--- src/rtl/btb_bht_predictor_if.sv ---
// Fetch/decode-facing bundle of the branch predictor: lookup request, prediction,
// resolution feedback, flush and busy status.
interface btb_bht_predictor_if #(
  parameter int AW = 32
);
  logic          lookup_valid;
  logic [AW-1:0] lookup_pc;
  logic          pred_valid;
  logic          pred_hit;
  logic          pred_taken;
  logic [AW-1:0] pred_target;
  logic [AW-1:0] next_pc;
  logic          upd_valid;
  logic [AW-1:0] upd_pc;
  logic [AW-1:0] upd_target;
  logic          upd_taken;
  logic          flush;
  logic          busy;

  // Fetch/decode side
  modport master (
    output lookup_valid, lookup_pc, upd_valid, upd_pc, upd_target, upd_taken, flush,
    input  pred_valid, pred_hit, pred_taken, pred_target, next_pc, busy
  );

  // Predictor side
  modport slave (
    input  lookup_valid, lookup_pc, upd_valid, upd_pc, upd_target, upd_taken, flush,
    output pred_valid, pred_hit, pred_taken, pred_target, next_pc, busy
  );
endinterface

--- src/rtl/btb_bht_predictor.sv ---
// Direct-mapped tagged BTB plus 2-bit saturating-counter BHT with a registered
// one-cycle lookup and a flush sweep that clears one entry of each table per cycle.
module btb_bht_predictor #(
  parameter int         AW          = 32,
  parameter int         BTB_ENTRIES = 16,
  parameter int         BHT_ENTRIES = 64,
  parameter logic [1:0] CTR_INIT    = 2'b01
) (
  input  logic                 clk,
  input  logic                 rst,
  btb_bht_predictor_if.slave   bus
);

  localparam int IDX_W   = $clog2(BTB_ENTRIES);
  localparam int HIDX_W  = $clog2(BHT_ENTRIES);
  localparam int TAG_W   = AW - IDX_W - 2;
  localparam int SWEEP_N = (BTB_ENTRIES > BHT_ENTRIES) ? BTB_ENTRIES : BHT_ENTRIES;
  localparam int CNT_W   = $clog2(SWEEP_N);

  localparam logic [CNT_W:0]   BTB_LIM   = (CNT_W+1)'(BTB_ENTRIES);
  localparam logic [CNT_W:0]   BHT_LIM   = (CNT_W+1)'(BHT_ENTRIES);
  localparam logic [CNT_W-1:0] SWEEP_MAX = CNT_W'(SWEEP_N - 1);

  typedef enum logic {S_IDLE, S_SWEEP} state_t;

  // Table storage
  logic             r_btb_valid  [BTB_ENTRIES];
  logic [TAG_W-1:0] r_btb_tag    [BTB_ENTRIES];
  logic [AW-1:0]    r_btb_target [BTB_ENTRIES];
  logic [1:0]       r_bht        [BHT_ENTRIES];

  state_t           r_state;
  state_t           w_state_nxt;
  logic [CNT_W-1:0] r_sweep_cnt;
  logic             w_busy;

  logic             r_pred_valid;
  logic             r_pred_hit;
  logic             r_pred_taken;
  logic [AW-1:0]    r_pred_target;
  logic [AW-1:0]    r_next_pc;

  // Address decomposition
  logic [IDX_W-1:0]  w_lk_btb_idx;
  logic [TAG_W-1:0]  w_lk_tag;
  logic [HIDX_W-1:0] w_lk_bht_idx;
  logic [IDX_W-1:0]  w_up_btb_idx;
  logic [TAG_W-1:0]  w_up_tag;
  logic [HIDX_W-1:0] w_up_bht_idx;
  logic              w_unused;

  assign w_lk_btb_idx = bus.lookup_pc[IDX_W+1:2];
  assign w_lk_tag     = bus.lookup_pc[AW-1:IDX_W+2];
  assign w_lk_bht_idx = bus.lookup_pc[HIDX_W+1:2];
  assign w_up_btb_idx = bus.upd_pc[IDX_W+1:2];
  assign w_up_tag     = bus.upd_pc[AW-1:IDX_W+2];
  assign w_up_bht_idx = bus.upd_pc[HIDX_W+1:2];
  assign w_unused     = ^bus.upd_pc[1:0];

  // Control qualifiers: flush beats a same-cycle update, and the sweep owns the tables.
  logic w_start_sweep;
  logic w_upd_en;
  logic w_sweep_last;
  logic w_sweep_btb;
  logic w_sweep_bht;

  assign w_start_sweep = (r_state == S_IDLE) && bus.flush;
  assign w_upd_en      = (r_state == S_IDLE) && !bus.flush && bus.upd_valid;
  assign w_sweep_last  = (r_sweep_cnt == SWEEP_MAX);
  assign w_sweep_btb   = w_busy && ({1'b0, r_sweep_cnt} < BTB_LIM);
  assign w_sweep_bht   = w_busy && ({1'b0, r_sweep_cnt} < BHT_LIM);

  // ---------------- Flush sweep FSM ----------------
  // NOTE: sequential state is written with <= only, so every flop samples pre-edge values.
  always_ff @(posedge clk or negedge rst) begin
    if (!rst) r_state <= S_IDLE;
    else      r_state <= w_state_nxt;
  end

  // NOTE: combinational blocks assign a default first so no path can infer a latch.
  always_comb begin
    w_state_nxt = r_state;
    case (r_state)
      S_IDLE:  if (bus.flush)   w_state_nxt = S_SWEEP;
      S_SWEEP: if (w_sweep_last) w_state_nxt = S_IDLE;
      default: w_state_nxt = S_IDLE;
    endcase
  end

  always_comb begin
    w_busy = (r_state == S_SWEEP);
  end

  always_ff @(posedge clk or negedge rst) begin
    if (!rst)               r_sweep_cnt <= '0;
    else if (w_start_sweep) r_sweep_cnt <= '0;
    else if (w_busy)        r_sweep_cnt <= r_sweep_cnt + 1'b1;
  end

  // ---------------- BTB ----------------
  always_ff @(posedge clk or negedge rst) begin
    if (!rst) begin
      for (int i = 0; i < BTB_ENTRIES; i++) r_btb_valid[i] <= 1'b0;
    end else if (w_sweep_btb) begin
      r_btb_valid[r_sweep_cnt[IDX_W-1:0]] <= 1'b0;
    end else if (w_upd_en && bus.upd_taken) begin
      r_btb_valid[w_up_btb_idx] <= 1'b1;
    end
  end

  // NOTE: tag/target storage is not reset; the valid bits alone decide whether it is ever read.
  always_ff @(posedge clk) begin
    if (w_upd_en && bus.upd_taken) begin
      r_btb_tag[w_up_btb_idx]    <= w_up_tag;
      r_btb_target[w_up_btb_idx] <= bus.upd_target;
    end
  end

  // ---------------- BHT ----------------
  logic [1:0] w_ctr_old;
  logic [1:0] w_ctr_new;

  assign w_ctr_old = r_bht[w_up_bht_idx];

  always_comb begin
    w_ctr_new = w_ctr_old;
    if (bus.upd_taken && (w_ctr_old != 2'b11))       w_ctr_new = w_ctr_old + 2'b01;
    else if (!bus.upd_taken && (w_ctr_old != 2'b00)) w_ctr_new = w_ctr_old - 2'b01;
  end

  always_ff @(posedge clk or negedge rst) begin
    if (!rst) begin
      for (int i = 0; i < BHT_ENTRIES; i++) r_bht[i] <= CTR_INIT;
    end else if (w_sweep_bht) begin
      r_bht[r_sweep_cnt[HIDX_W-1:0]] <= CTR_INIT;
    end else if (w_upd_en) begin
      r_bht[w_up_bht_idx] <= w_ctr_new;
    end
  end

  // ---------------- Lookup ----------------
  // Tables are read before any same-edge write lands, so a colliding update shows next lookup.
  logic          w_hit;
  logic          w_taken;
  logic [AW-1:0] w_target;
  logic [AW-1:0] w_next_pc;

  assign w_hit     = !w_busy && r_btb_valid[w_lk_btb_idx] && (r_btb_tag[w_lk_btb_idx] == w_lk_tag);
  assign w_taken   = w_hit && r_bht[w_lk_bht_idx][1];
  assign w_target  = w_hit ? r_btb_target[w_lk_btb_idx] : '0;
  assign w_next_pc = w_taken ? w_target : (bus.lookup_pc + AW'(4));

  always_ff @(posedge clk or negedge rst) begin
    if (!rst) begin
      r_pred_valid  <= 1'b0;
      r_pred_hit    <= 1'b0;
      r_pred_taken  <= 1'b0;
      r_pred_target <= '0;
      r_next_pc     <= '0;
    end else begin
      r_pred_valid <= bus.lookup_valid;
      if (bus.lookup_valid) begin
        r_pred_hit    <= w_hit;
        r_pred_taken  <= w_taken;
        r_pred_target <= w_target;
        r_next_pc     <= w_next_pc;
      end
    end
  end

  assign bus.pred_valid  = r_pred_valid;
  assign bus.pred_hit    = r_pred_hit;
  assign bus.pred_taken  = r_pred_taken;
  assign bus.pred_target = r_pred_target;
  assign bus.next_pc     = r_next_pc;
  assign bus.busy        = w_busy;

endmodule

--- src/flat_wrapper.sv ---
// flat-port wrapper written by rule: the top's interface ports become plain ports
module btb_bht_predictor_flat 
#(
  parameter int         AW          = 32,
  parameter int         BTB_ENTRIES = 16,
  parameter int         BHT_ENTRIES = 64,
  parameter logic [1:0] CTR_INIT    = 2'b01
)
  (clk, rst, bus_lookup_valid, bus_lookup_pc, bus_upd_valid, bus_upd_pc, bus_upd_target, bus_upd_taken, bus_flush, bus_pred_valid, bus_pred_hit, bus_pred_taken, bus_pred_target, bus_next_pc, bus_busy);
  btb_bht_predictor_if #(.AW(AW)) bus_i ();
  input  logic clk;
  input  logic rst;
  input wire logic [$bits(bus_i.lookup_valid)-1:0] bus_lookup_valid;
  input wire logic [$bits(bus_i.lookup_pc)-1:0] bus_lookup_pc;
  input wire logic [$bits(bus_i.upd_valid)-1:0] bus_upd_valid;
  input wire logic [$bits(bus_i.upd_pc)-1:0] bus_upd_pc;
  input wire logic [$bits(bus_i.upd_target)-1:0] bus_upd_target;
  input wire logic [$bits(bus_i.upd_taken)-1:0] bus_upd_taken;
  input wire logic [$bits(bus_i.flush)-1:0] bus_flush;
  output wire logic [$bits(bus_i.pred_valid)-1:0] bus_pred_valid;
  output wire logic [$bits(bus_i.pred_hit)-1:0] bus_pred_hit;
  output wire logic [$bits(bus_i.pred_taken)-1:0] bus_pred_taken;
  output wire logic [$bits(bus_i.pred_target)-1:0] bus_pred_target;
  output wire logic [$bits(bus_i.next_pc)-1:0] bus_next_pc;
  output wire logic [$bits(bus_i.busy)-1:0] bus_busy;
  assign bus_i.lookup_valid = bus_lookup_valid;
  assign bus_i.lookup_pc = bus_lookup_pc;
  assign bus_i.upd_valid = bus_upd_valid;
  assign bus_i.upd_pc = bus_upd_pc;
  assign bus_i.upd_target = bus_upd_target;
  assign bus_i.upd_taken = bus_upd_taken;
  assign bus_i.flush = bus_flush;
  assign bus_pred_valid = bus_i.pred_valid;
  assign bus_pred_hit = bus_i.pred_hit;
  assign bus_pred_taken = bus_i.pred_taken;
  assign bus_pred_target = bus_i.pred_target;
  assign bus_next_pc = bus_i.next_pc;
  assign bus_busy = bus_i.busy;
  btb_bht_predictor #(.AW(AW), .BTB_ENTRIES(BTB_ENTRIES), .BHT_ENTRIES(BHT_ENTRIES), .CTR_INIT(CTR_INIT)) u_core (.clk(clk), .rst(rst), .bus(bus_i));
endmodule
--- config.mk ---
export PLATFORM = sky130hd
export DESIGN_NAME = btb_bht_predictor_flat
export DESIGN_NICKNAME = d
export VERILOG_FILES = /design/src/rtl/btb_bht_predictor_if.sv /design/src/rtl/btb_bht_predictor.sv /design/src/flat_wrapper.sv
export SDC_FILE = /design/constraint.sdc
export NUM_CORES = 2
export LEC_CHECK = 0
export ABC_AREA = 1
export CAP_MARGIN = 20
export CELL_PAD_IN_SITES_DETAIL_PLACEMENT = 0
export CELL_PAD_IN_SITES_GLOBAL_PLACEMENT = 2
export CORE_MARGIN = 2
export CORE_UTILIZATION = 40
export DETAILED_ROUTE_END_ITERATION = 10
export GPL_TIMING_DRIVEN = 0
export PLACE_DENSITY = 0.84
export SETUP_SLACK_MARGIN = 0.05
export SYNTH_ARGS = -nofsm -noshare
export SYNTH_HDL_FRONTEND = slang
export SYNTH_SLANG_ARGS = --single-unit
--- constraint.sdc ---
create_clock -name clk -period 5.2 [get_ports clk]
set_input_delay 1.56 -clock clk [delete_from_list [all_inputs] [get_ports clk]]
set_output_delay 1.56 -clock clk [all_outputs]
set_load 0.01 [all_outputs]
==> metrics.txt <==
Crit. End Element=flip-flop; DRC Markers=0; Rows=133; startpoint types=primary input; cell area power density=380 nW/um2; CP dominant cell by count=nand3_1; Boundary Pins=170; post-route ant nets=0; Die Span X=367 um; Initial DRC Count=5848; routed wire length=206 mm; Pwr Total=23500 uW; peak supply drop=357 uV; Lkg Pwr=0.0250 uW; Synth Cell Area=52800 um2; first-pass GRT wire length=293 mm; most frequent cells in the layout=1393 x nand2_1, 928 x edfxtp_1, 600 x inv_1; commonest non-fill, non-tap cell in the layout=nand2_1; Tmin final=5.14 ns; PortBufs=164; Yosys top cell area share=52.8%; post-synth cell types=45; final setup vio count=0; Worst slew margin=23.0%; CORE AREA=131000 um2; top cells by area, synth=edfxtp_1 53%, nand2_1 9.9%, dfrtp_1 7.3%; Die H=367 um; syn_nets=5569; Setup Buffers After CTS=0; worst path arrival time=5.79 ns; slowest CP cell=clkbuf_1; Worst Path Required=5.85 ns; post-detailed-placement half-perimeter wirelength=143 mm; largest net degree at the start of global routing=98; fill count=12330; Final Wtd Congestion=0.907; GRT overflow=0; flip-flop and latch count after synthesis=1146; Tcrit/Tclk final=98.9%; Clock Sinks=1146; fmax=194 MHz; cells after synthesis=5460; RSZ-0062 raised after global routing=false; number of global-route vias before repair=40972; slowest cell delay on critical path=0.61 ns; Synth Area per Inst=9.67 um2; GRT Util Overall=30.2%; layout cells sized above 1=8.95%; Hold Violations, Final=0; Crit Path Class=primary input to flip-flop; htree depth=4; CTS tree=built; Area Growth Syn to Fin=17.2%; nets@finish=5913; register clock-pin slew on the reported worst setup and hold paths=0.06 ns; Clock Skew=0.0339 ns; worst path cell trace=clkdlybuf4s50_1 -> inv_2 -> buf_1 -> clkbuf_1 -> o211ai_1 -> nand3_1 -> nand3_1 -> nand3_1 -> nand2_1 -> inv_2 -> buf_2 -> nand3_1 -> nand3_1 -> nand2_1; register area share after synthesis=63.3%; Skew-Pair Late Insertion Delay=0.79 ns; Fin Hold WS=0.481 ns; Slew @ Worst Pin=1.15 ns; drt via density=5.60; Synth Warn #=0; DR WL/cell=26.9 um; buffer depth of the longest clock path=3; initial antenna violation count=6; area leader, netlist=edfxtp_1; DIE AREA=135000 um2; Vias=42861; status=finished, final reports clean; clock root cell=clkbuf_16; drt pass-1 iters=6; crit path max fanout=10; Inserted Clock Buffers=131; MaxCap Viol Count=0; count of final max-slew check failures=0; classification of the worst-slack hold path=flip-flop to flip-flop; initial core utilization=40.2%
## sequential cells by signal, summed over array words and instances (netlist names)
name and flops:
u_core.r_bht 128, u_core.r_btb_tag 416, u_core.bus.pred_hit 1, u_core.bus.pred_valid 1, u_core.r_btb_valid 16, u_core.bus.pred_taken 1, u_core.r_sweep_cnt 6, u_core.r_btb_target 512
u_core.bus.busy 1, u_core.bus.next_pc 32, u_core.bus.pred_target 32
## per-layer routing
layer	vias up	share of wire [%]	track usage, %
li1	19196	-	-
met1	21059	42	42.9
met2	2207	44	45.7
met3	395	9.9	6.02
met4	4	4.0	11.5
met5	-	0.012	0
## area by class of cell
class	count	area [um2]	area share [%]
Antenna cell	2	5.00	0.00809
Sequential cell	1146	33400	54.0
Inverter	625	2350	3.80
Buffer	300	1450	2.34
Clock buffer	175	3570	5.77
Timing Repair Buffer	211	2590	4.19
Tap cell	1755	2200	3.55
Multi-Input combinational cell	3389	15800	25.6
Clock inverter	56	454	0.734
## critical path: cells and delay by family
| family | cells | cell delay (ns) |
|---|---|---|
| simple gates | 7 | 1.12 |
| buf+inv | 6 | 2.77 |
| compound gates | 1 | 0.27 |
## cell usage after synthesis, drive strengths merged
master and count:
o22ai 70, clkbuf 120, or2 1, dfstp 64, xnor2 2, clkinv 13, xor2 25, nor4b 1
nand2 1399, dfrtp 154, a221oi 29, o21ai 230, ha 7, a21oi 257, o221ai 5, nand3 494
a32o 37, nor3 106, inv 612, o211ai 18, a22oi 115, a211oi 10, nor4 3, edfxtp 928
a31oi 3, nand4 30, a221o 6, nor2 528, buf 180, o311ai 8, nand3b 5
## per-stage QoR
stage | TNS (ns) | cells | utilization [%] | instance area, um2 | worst slack, ns
3_3_place_gp | -5389.66 | 7379 | 43.1 | 56600 | -8.34
5_1_grt | 0 | 7657 | 47.1 | 61900 | 0.0673
2_1_floorplan | -59.78 | 5460 | - | 52800 | -0.131
3_5_place_dp | -274.81 | 7425 | 43.9 | 57700 | -1.33
4_1_cts | 0 | 7656 | 47.1 | 61800 | 0.0683
6_report | 0 | 7659 | 47.1 | 61900 | 0.0568
## path summary, 6_finish.rpt
path / cells after the start / from / to / slack [ns]
worst max register to register: 8 / u_core.bus.busy / u_core.r_btb_target[12][21] / 0.74
max in group asynchronous: 3 / rst / u_core.bus.next_pc[27] / 3.15
min in group asynchronous: 1 / rst / u_core.bus.pred_target[10] / 0.72
worst min register to register: 2 / u_core.bus.pred_target[17] / u_core.bus.pred_target[17] / 0.48
worst max-delay path: 14 / bus_lookup_pc[4] / u_core.bus.next_pc[9] / 0.06
worst min-delay path: 2 / u_core.bus.pred_target[17] / u_core.bus.pred_target[17] / 0.48
## kinds of logic after synthesis
family                     after synthesis  share of synthesized area, %
and+or+nand+nor                       2567                          20.0
xor gates and xnor gates                27                         0.448
adders and majority gates                7                         0.166
DFF                                   1146                          63.3
buffers and inverters                  925                          7.07
AOI/OAI and AO/OA                      788                          9.03
## where the power goes
part	internal, uW	total, uW	switching (uW)
Clock	5100	8870	3770
Combinational	1130	4090	2960
Sequential	10300	10500	199
## what timing repair did
| item | 4_1_cts | 5_1_grt |
|---|---|---|
| setup endpoints to repair | 156 | 150 |
| hold buffers | 0 | 0 |
| gates resized for setup | 37 | 47 |
| pin swaps | 0 | 1 |
(Power assumes the default switching activity.)
